## src/rtl/sram_march_sequencer.sv

```systemverilog
// March C- BIST sequencer for the OpenRAM test macros: issues per-op SRAM packets and checks read data.
// Optional build macro DUAL_PORT_CHECK_EN: reads also drive port 1 and compare rd_data1.
//
// state   | meaning
// IDLE    | waiting for start
// ISSUE   | op fields valid for one cycle (op_valid=1)
// WAIT    | read in flight, READ_LAT cycles
// CHECK   | compare returned read data
// DONE    | one-cycle done pulse, pass valid
module sram_march_sequencer #(
    parameter int ADDR_WIDTH = 16,
    parameter int DATA_WIDTH = 32,
    parameter int SEL_WIDTH  = 4,
    parameter int READ_LAT   = 2
) (
    input  logic                  la_clk,
    input  logic                  reset,
    input  logic                  start,
    input  logic [SEL_WIDTH-1:0]  sel_in,
    input  logic [ADDR_WIDTH-1:0] depth_m1,
    output logic                  busy,
    output logic                  done,
    output logic                  pass,
    output logic [15:0]           err_count,
    output logic [ADDR_WIDTH-1:0] fail_addr,
    output logic [DATA_WIDTH-1:0] fail_data,
    output logic                  op_valid,
    output logic [SEL_WIDTH-1:0]  op_sel,
    output logic [ADDR_WIDTH-1:0] op_addr0,
    output logic [DATA_WIDTH-1:0] op_din0,
    output logic                  op_csb0,
    output logic                  op_web0,
    output logic [3:0]            op_wmask0,
    output logic [ADDR_WIDTH-1:0] op_addr1,
    output logic                  op_csb1,
    input  logic [DATA_WIDTH-1:0] rd_data0,
    input  logic [DATA_WIDTH-1:0] rd_data1
);
    localparam logic [2:0] S_IDLE  = 3'd0;
    localparam logic [2:0] S_ISSUE = 3'd1;
    localparam logic [2:0] S_WAIT  = 3'd2;
    localparam logic [2:0] S_CHECK = 3'd3;
    localparam logic [2:0] S_DONE  = 3'd4;

    localparam int TW = (READ_LAT > 1) ? $clog2(READ_LAT) : 1;
    localparam logic [TW-1:0] WAIT_LOAD = TW'(READ_LAT - 1);

    logic [2:0]            state;
    logic [2:0]            elem;
    logic                  step;
    logic [ADDR_WIDTH-1:0] addr;
    logic [ADDR_WIDTH-1:0] depth_q;
    logic [TW-1:0]         timer;

    // Element e op s: M0 has only w0, M5 only r0, M1..M4 are (read, write) pairs.
    function automatic logic op_is_read(input logic [2:0] e, input logic s);
        return (e != 3'd0) && !s;
    endfunction

    function automatic logic op_bit(input logic [2:0] e, input logic s);
        case (e)
            3'd1, 3'd3: return s;
            3'd2, 3'd4: return !s;
            default:    return 1'b0;
        endcase
    endfunction

    logic                  cur_read, cur_bit, is_down, two_op, last_addr, last_op;
    logic [2:0]            nxt_elem;
    logic                  nxt_step;
    logic [ADDR_WIDTH-1:0] nxt_addr;

    assign cur_read  = op_is_read(elem, step);
    assign cur_bit   = op_bit(elem, step);
    assign is_down   = (elem == 3'd3) || (elem == 3'd4);
    assign two_op    = (elem != 3'd0) && (elem != 3'd5);
    assign last_addr = is_down ? (addr == '0) : (addr == depth_q);
    assign last_op   = (elem == 3'd5) && last_addr;

    always_comb begin
        nxt_elem = elem;
        nxt_step = 1'b0;
        nxt_addr = addr;
        if (two_op && !step) begin
            nxt_step = 1'b1;
        end else if (!last_addr) begin
            nxt_addr = is_down ? addr - ADDR_WIDTH'(1) : addr + ADDR_WIDTH'(1);
        end else begin
            nxt_elem = elem + 3'd1;
            nxt_addr = ((elem == 3'd2) || (elem == 3'd3)) ? depth_q : '0;
        end
    end

    logic                  start_acc, adv, load, ld_read, ld_bit, ld_step;
    logic [2:0]            ld_elem;
    logic [ADDR_WIDTH-1:0] ld_addr;

    assign start_acc = (state == S_IDLE) && start;
    assign adv       = ((state == S_ISSUE) && !cur_read) || ((state == S_CHECK) && !last_op);
    assign load      = start_acc || adv;
    assign ld_elem   = start_acc ? 3'd0 : nxt_elem;
    assign ld_step   = start_acc ? 1'b0 : nxt_step;
    assign ld_addr   = start_acc ? '0 : nxt_addr;
    assign ld_read   = op_is_read(ld_elem, ld_step);
    assign ld_bit    = op_bit(ld_elem, ld_step);

    logic                  mis0, mis1;
    logic [1:0]            err_inc;
    logic [16:0]           err_sum;
    logic [15:0]           err_nxt;

    assign mis0 = rd_data0 != {DATA_WIDTH{cur_bit}};
`ifdef DUAL_PORT_CHECK_EN
    assign mis1 = rd_data1 != {DATA_WIDTH{cur_bit}};
`else
    logic unused_rd1;
    assign mis1       = 1'b0;
    assign unused_rd1 = ^rd_data1;
`endif
    assign err_inc = {1'b0, mis0} + {1'b0, mis1};
    assign err_sum = {1'b0, err_count} + {15'd0, err_inc};
    assign err_nxt = err_sum[16] ? 16'hFFFF : err_sum[15:0];

    assign busy     = (state == S_ISSUE) || (state == S_WAIT) || (state == S_CHECK);
    assign done     = (state == S_DONE);
    assign op_valid = (state == S_ISSUE);
    assign op_csb0  = !(state == S_ISSUE);

    always_ff @(posedge la_clk or posedge reset) begin
        if (reset) begin
            state   <= S_IDLE;
            elem    <= '0;
            step    <= 1'b0;
            addr    <= '0;
            depth_q <= '0;
            timer   <= '0;
        end else begin
            if (start_acc) depth_q <= depth_m1;
            if (load) begin
                elem <= ld_elem;
                step <= ld_step;
                addr <= ld_addr;
            end
            case (state)
                S_IDLE:  if (start) state <= S_ISSUE;
                S_ISSUE: if (cur_read) begin
                    timer <= WAIT_LOAD;
                    state <= S_WAIT;
                end
                S_WAIT:  if (timer == '0) state <= S_CHECK;
                         else timer <= timer - TW'(1);
                S_CHECK: state <= last_op ? S_DONE : S_ISSUE;
                default: state <= S_IDLE;
            endcase
        end
    end

    always_ff @(posedge la_clk or posedge reset) begin
        if (reset) begin
            op_sel    <= '0;
            op_addr0  <= '0;
            op_din0   <= '0;
            op_web0   <= 1'b1;
            op_wmask0 <= 4'h0;
        end else if (load) begin
            if (start_acc) op_sel <= sel_in;
            op_addr0  <= ld_addr;
            op_din0   <= {DATA_WIDTH{ld_bit}};
            op_web0   <= ld_read;
            op_wmask0 <= ld_read ? 4'h0 : 4'hF;
        end
    end

    always_ff @(posedge la_clk or posedge reset) begin
        if (reset) begin
            pass      <= 1'b0;
            err_count <= '0;
            fail_addr <= '0;
            fail_data <= '0;
        end else if (start_acc) begin
            pass      <= 1'b0;
            err_count <= '0;
            fail_addr <= '0;
            fail_data <= '0;
        end else if (state == S_CHECK) begin
            err_count <= err_nxt;
            if (err_count == '0 && mis0) begin
                fail_addr <= addr;
                fail_data <= rd_data0;
            end else if (err_count == '0 && mis1) begin
                fail_addr <= addr;
                fail_data <= rd_data1;
            end
            if (last_op) pass <= (err_nxt == '0);
        end
    end

`ifdef DUAL_PORT_CHECK_EN
    assign op_csb1 = !((state == S_ISSUE) && op_web0);
    always_ff @(posedge la_clk or posedge reset) begin
        if (reset) op_addr1 <= '0;
        else if (load && ld_read) op_addr1 <= ld_addr;
    end
`else
    assign op_csb1  = 1'b1;
    assign op_addr1 = '0;
`endif
endmodule

```

## config.mk

```make
export PLATFORM = sky130hd
export DESIGN_NAME = sram_march_sequencer
export DESIGN_NICKNAME = d
export VERILOG_FILES = /design/src/rtl/sram_march_sequencer.sv
export SDC_FILE = /design/constraint.sdc
export NUM_CORES = 1
export LEC_CHECK = 0
export CAP_MARGIN = 20
export CORE_MARGIN = 8
export CORE_UTILIZATION = 46
export DETAILED_ROUTE_END_ITERATION = 8
export GPL_TIMING_DRIVEN = 0
export PLACE_DENSITY = 0.8
export SYNTH_ARGS = -nofsm -noshare
export SYNTH_HDL_FRONTEND = slang
export SYNTH_SLANG_ARGS = --single-unit
```

## constraint.sdc

```tcl
create_clock -name la_clk -period 4.4 [get_ports la_clk]
set_input_delay 0.88 -clock la_clk [delete_from_list [all_inputs] [get_ports la_clk]]
set_output_delay 0.88 -clock la_clk [all_outputs]
set_load 0.05 [all_outputs]
```

==> impl_metrics.env <==
export IMPL_synth_top_area_frac=0.418
export IMPL_dp_hpwl_um=15200
export IMPL_fin_cells=1188
export IMPL_core_area_um2=14300
export IMPL_r2r_end="op_addr0[15]"
export IMPL_skew_ns=0.00907
export IMPL_wl_met1_um=8340
export IMPL_end_kind="flip-flop"
export IMPL_highest_layer="met4"
export IMPL_drt_total_wl_um=20000
export IMPL_maxSlewHeadroom=0.389
export IMPL_fin_nets=1108
export IMPL_hold_start="op_sel[1]"
export IMPL_synth_top_area_cell="dfrtp_1"
export IMPL_ant_nets=0
export IMPL_final_period_utilization=0.897
export IMPL_cts_setup_buffers=0
export IMPL_hold_path_depth=2
export IMPL_crit_type="flip-flop to flip-flop"
export IMPL_ys_ff_latch=112
export IMPL_crit_path_start_kind="flip-flop"
export IMPL_cts_root_buf="clkbuf_16"
export IMPL_worst_r2r_cell_count=13
export IMPL_insertion_delay_ns=0.36
export IMPL_fin_crit_ns=3.95
export IMPL_synth_area_per_cell_um2=8.38
export IMPL_start_util=0.464
export IMPL_die_h_um=136
export IMPL_hold_buffers=0
export IMPL_slew_violations=0
export IMPL_drtPass1Iterations=6
export IMPL_antenna_found_initial=0
export IMPL_dr_wl_met2_um=9370
export IMPL_placedCellCount=1172
export IMPL_multi_input_area_um2=3280
export IMPL_antennaDiodeCount=0
export IMPL_cts_tree="done"
export IMPL_regArea_um2=2800
export IMPL_yosysWarningCount=0
export IMPL_post_drt_wl_per_cell_um=16.9
export IMPL_rsz0062_at_grt="false"
export IMPL_port_buffer_count=180
export IMPL_die_w_um=136
export IMPL_pwr_density_cell_nw_per_um2=235
export IMPL_cp_max_fo=16
export IMPL_synthTopCellsByArea="dfrtp_1 (42%), nand2_1 (11%), buf_4 (5.8%)"
export IMPL_min_path_type="flip-flop to flip-flop"
export IMPL_power_uw=2130
export IMPL_fill_cells=1252
export IMPL_area_growth_pct=36.5
export IMPL_setup_ws_ns=0.454
export IMPL_drive_above_1_share=0.0946
export IMPL_outcome="completed"
export IMPL_grt_pass1_wl_um=31300
export IMPL_arrival_ns=4.22
export IMPL_grt_pass1_vias=5961
export IMPL_drc=0
export IMPL_rr_startpoint="elem[0]"
export IMPL_synth_edff_count=0
export IMPL_dieArea_um2=18500
export IMPL_setup_violations_final=0
export IMPL_grt_max_degree=70
export IMPL_h_tree_depth=3
export IMPL_numCtsBuffers=9
export IMPL_grtUsageTotal=0.213
export IMPL_grt_overflow=0
export IMPL_maxCapViolCount=0
export IMPL_vias=6523
export IMPL_syn_cell_area_um2=6640
export IMPL_reg2reg_setup_slack_ns=0.45
export IMPL_finalHoldViolations=0
export IMPL_p_leak_uw=0.00410
export IMPL_clock_sinks=112
export IMPL_gp_congestion=0.924
export IMPL_place_ws_ns=0.247
export IMPL_synth_ff_type="dfrtp_1"
export IMPL_num_io_pins=230
export IMPL_cts_resized=0
export IMPL_met3_length_um=1810
export IMPL_cts_max_path_buffers=2
export IMPL_synth_async_reset_ratio=1.00
export IMPL_crit_required_ns=4.67
export IMPL_peakVddDrop_mv=0.177
export IMPL_final_util=0.633
export IMPL_via_per_inst=5.49
export IMPL_max_freq_mhz=253
export IMPL_synth_lib_cells_used_distinct=56
export IMPL_worst_pin_slew_ns=0.916
export IMPL_hold_path_end="op_sel[1]"
export IMPL_clk_pin_slew_ns=0.07
export IMPL_syn_inst=792
export IMPL_rows=44
export IMPL_seq_area_frac_synth=0.422
export IMPL_drt_initial_drc_count=606
## how the worst max path moves through the flow
stage	cells past startpoint	startpoint	endpoint	slack, ns
final	13	elem[0]	op_addr0[15]	0.45
after global placement	2	reset	op_addr0[7]	-1.11
after CTS	17	elem[0]	err_count[9]	0.46
after detailed placement	15	rd_data0[12]	err_count[9]	0.25
after floorplan	1	reset	depth_q[0]	0.56
after global routing	17	elem[0]	err_count[9]	0.008
## routing by layer
layer,up-vias,global-route usage
li1,3098,-
met1,3067,0.277
met2,314,0.341
met3,44,0.0395
met4,0,0.0860
met5,-,0
## cells by family after synthesis
logic type,share of synthesized area
adders and majority gates,0.0426
and+or+nand+nor,0.235
DFF,0.422
AOI/OAI and AO/OA,0.150
other,0.00113
xor gates and xnor gates,0.0449
buffers and inverters,0.0922
muxes,0.0123
## critical path: stages, from the launching register on
cell      delay (ns)
dfrtp_1         0.45
inv_1           0.14
ha_1            0.26
mux2i_1         0.30
inv_1           0.37
ha_1            0.40
a211oi_1        0.37
o21ai_0         0.22
a211o_1         0.32
nand4_1         0.12
a31oi_1         0.12
xnor2_1         0.26
mux2_2          0.38
a31oi_1         0.14
## placed cells by master, fill, tap and decap left out, drive strengths merged, types with 12 or more instances in the layout
master,n
nor2,42
clkbuf,36
nor4,17
inv,16
nand4,16
conb,17
ha,21
buf,65
and3,12
o21ai,73
a21oi,28
dfrtp,111
xor2,16
nand3,14
nor3,24
nand2,196
xnor2,18
clkdlybuf4s50,180
## per-stage QoR
stage | instance area (um^2) | setup TNS [ns] | hold slack [ns]
after floorplan | 6700 | 0 | 0.481
final | 9060 | 0 | 0.478
after CTS | 9060 | 0 | 0.487
after global routing | 9060 | 0 | 0.496
after global placement | 8730 | -122.94 | 0.460
after detailed placement | 8760 | 0 | 0.466
## where the power goes
group          switching (uW)  internal (uW)
clock                     393            460
sequential               7.70           1040
combinational             140           87.0
## cells in the mapped netlist, drive strengths merged, types with 6 or more instances
| master | instances |
|---|---|
| xor2 | 16 |
| buf | 64 |
| o211ai | 6 |
| mux2i | 7 |
| nand3 | 14 |
| ha | 21 |
| nor2 | 42 |
| a31oi | 11 |
| nand4 | 16 |
| a21oi | 28 |
| and3 | 12 |
| inv | 16 |
| nor4 | 17 |
| nand2 | 196 |
| nor3 | 24 |
| dfrtp | 111 |
| o21ai | 73 |
| clkbuf | 26 |
| xnor2 | 18 |
| o211a | 6 |
| nor2b | 6 |
| a211oi | 11 |
## final cells by class
cell class | count | share of cell area
timing repair buffer | 181 | 0.202
clock inverter | 6 | 0.00759
multi-input combinational | 589 | 0.362
clock buffer | 10 | 0.0264
inverter | 16 | 0.00690
buffer | 90 | 0.0609
sequential | 112 | 0.309
tap | 184 | 0.0254
## sequential cells by signal, summed over array words and instances (netlist names), 3 cells and up
signal and flops:
depth_q 16, elem 3, err_count 16, fail_addr 16
fail_data 32, op_addr0 16, op_sel 4, state 3
No activity file was read; power rests on OpenSTA's default activity.
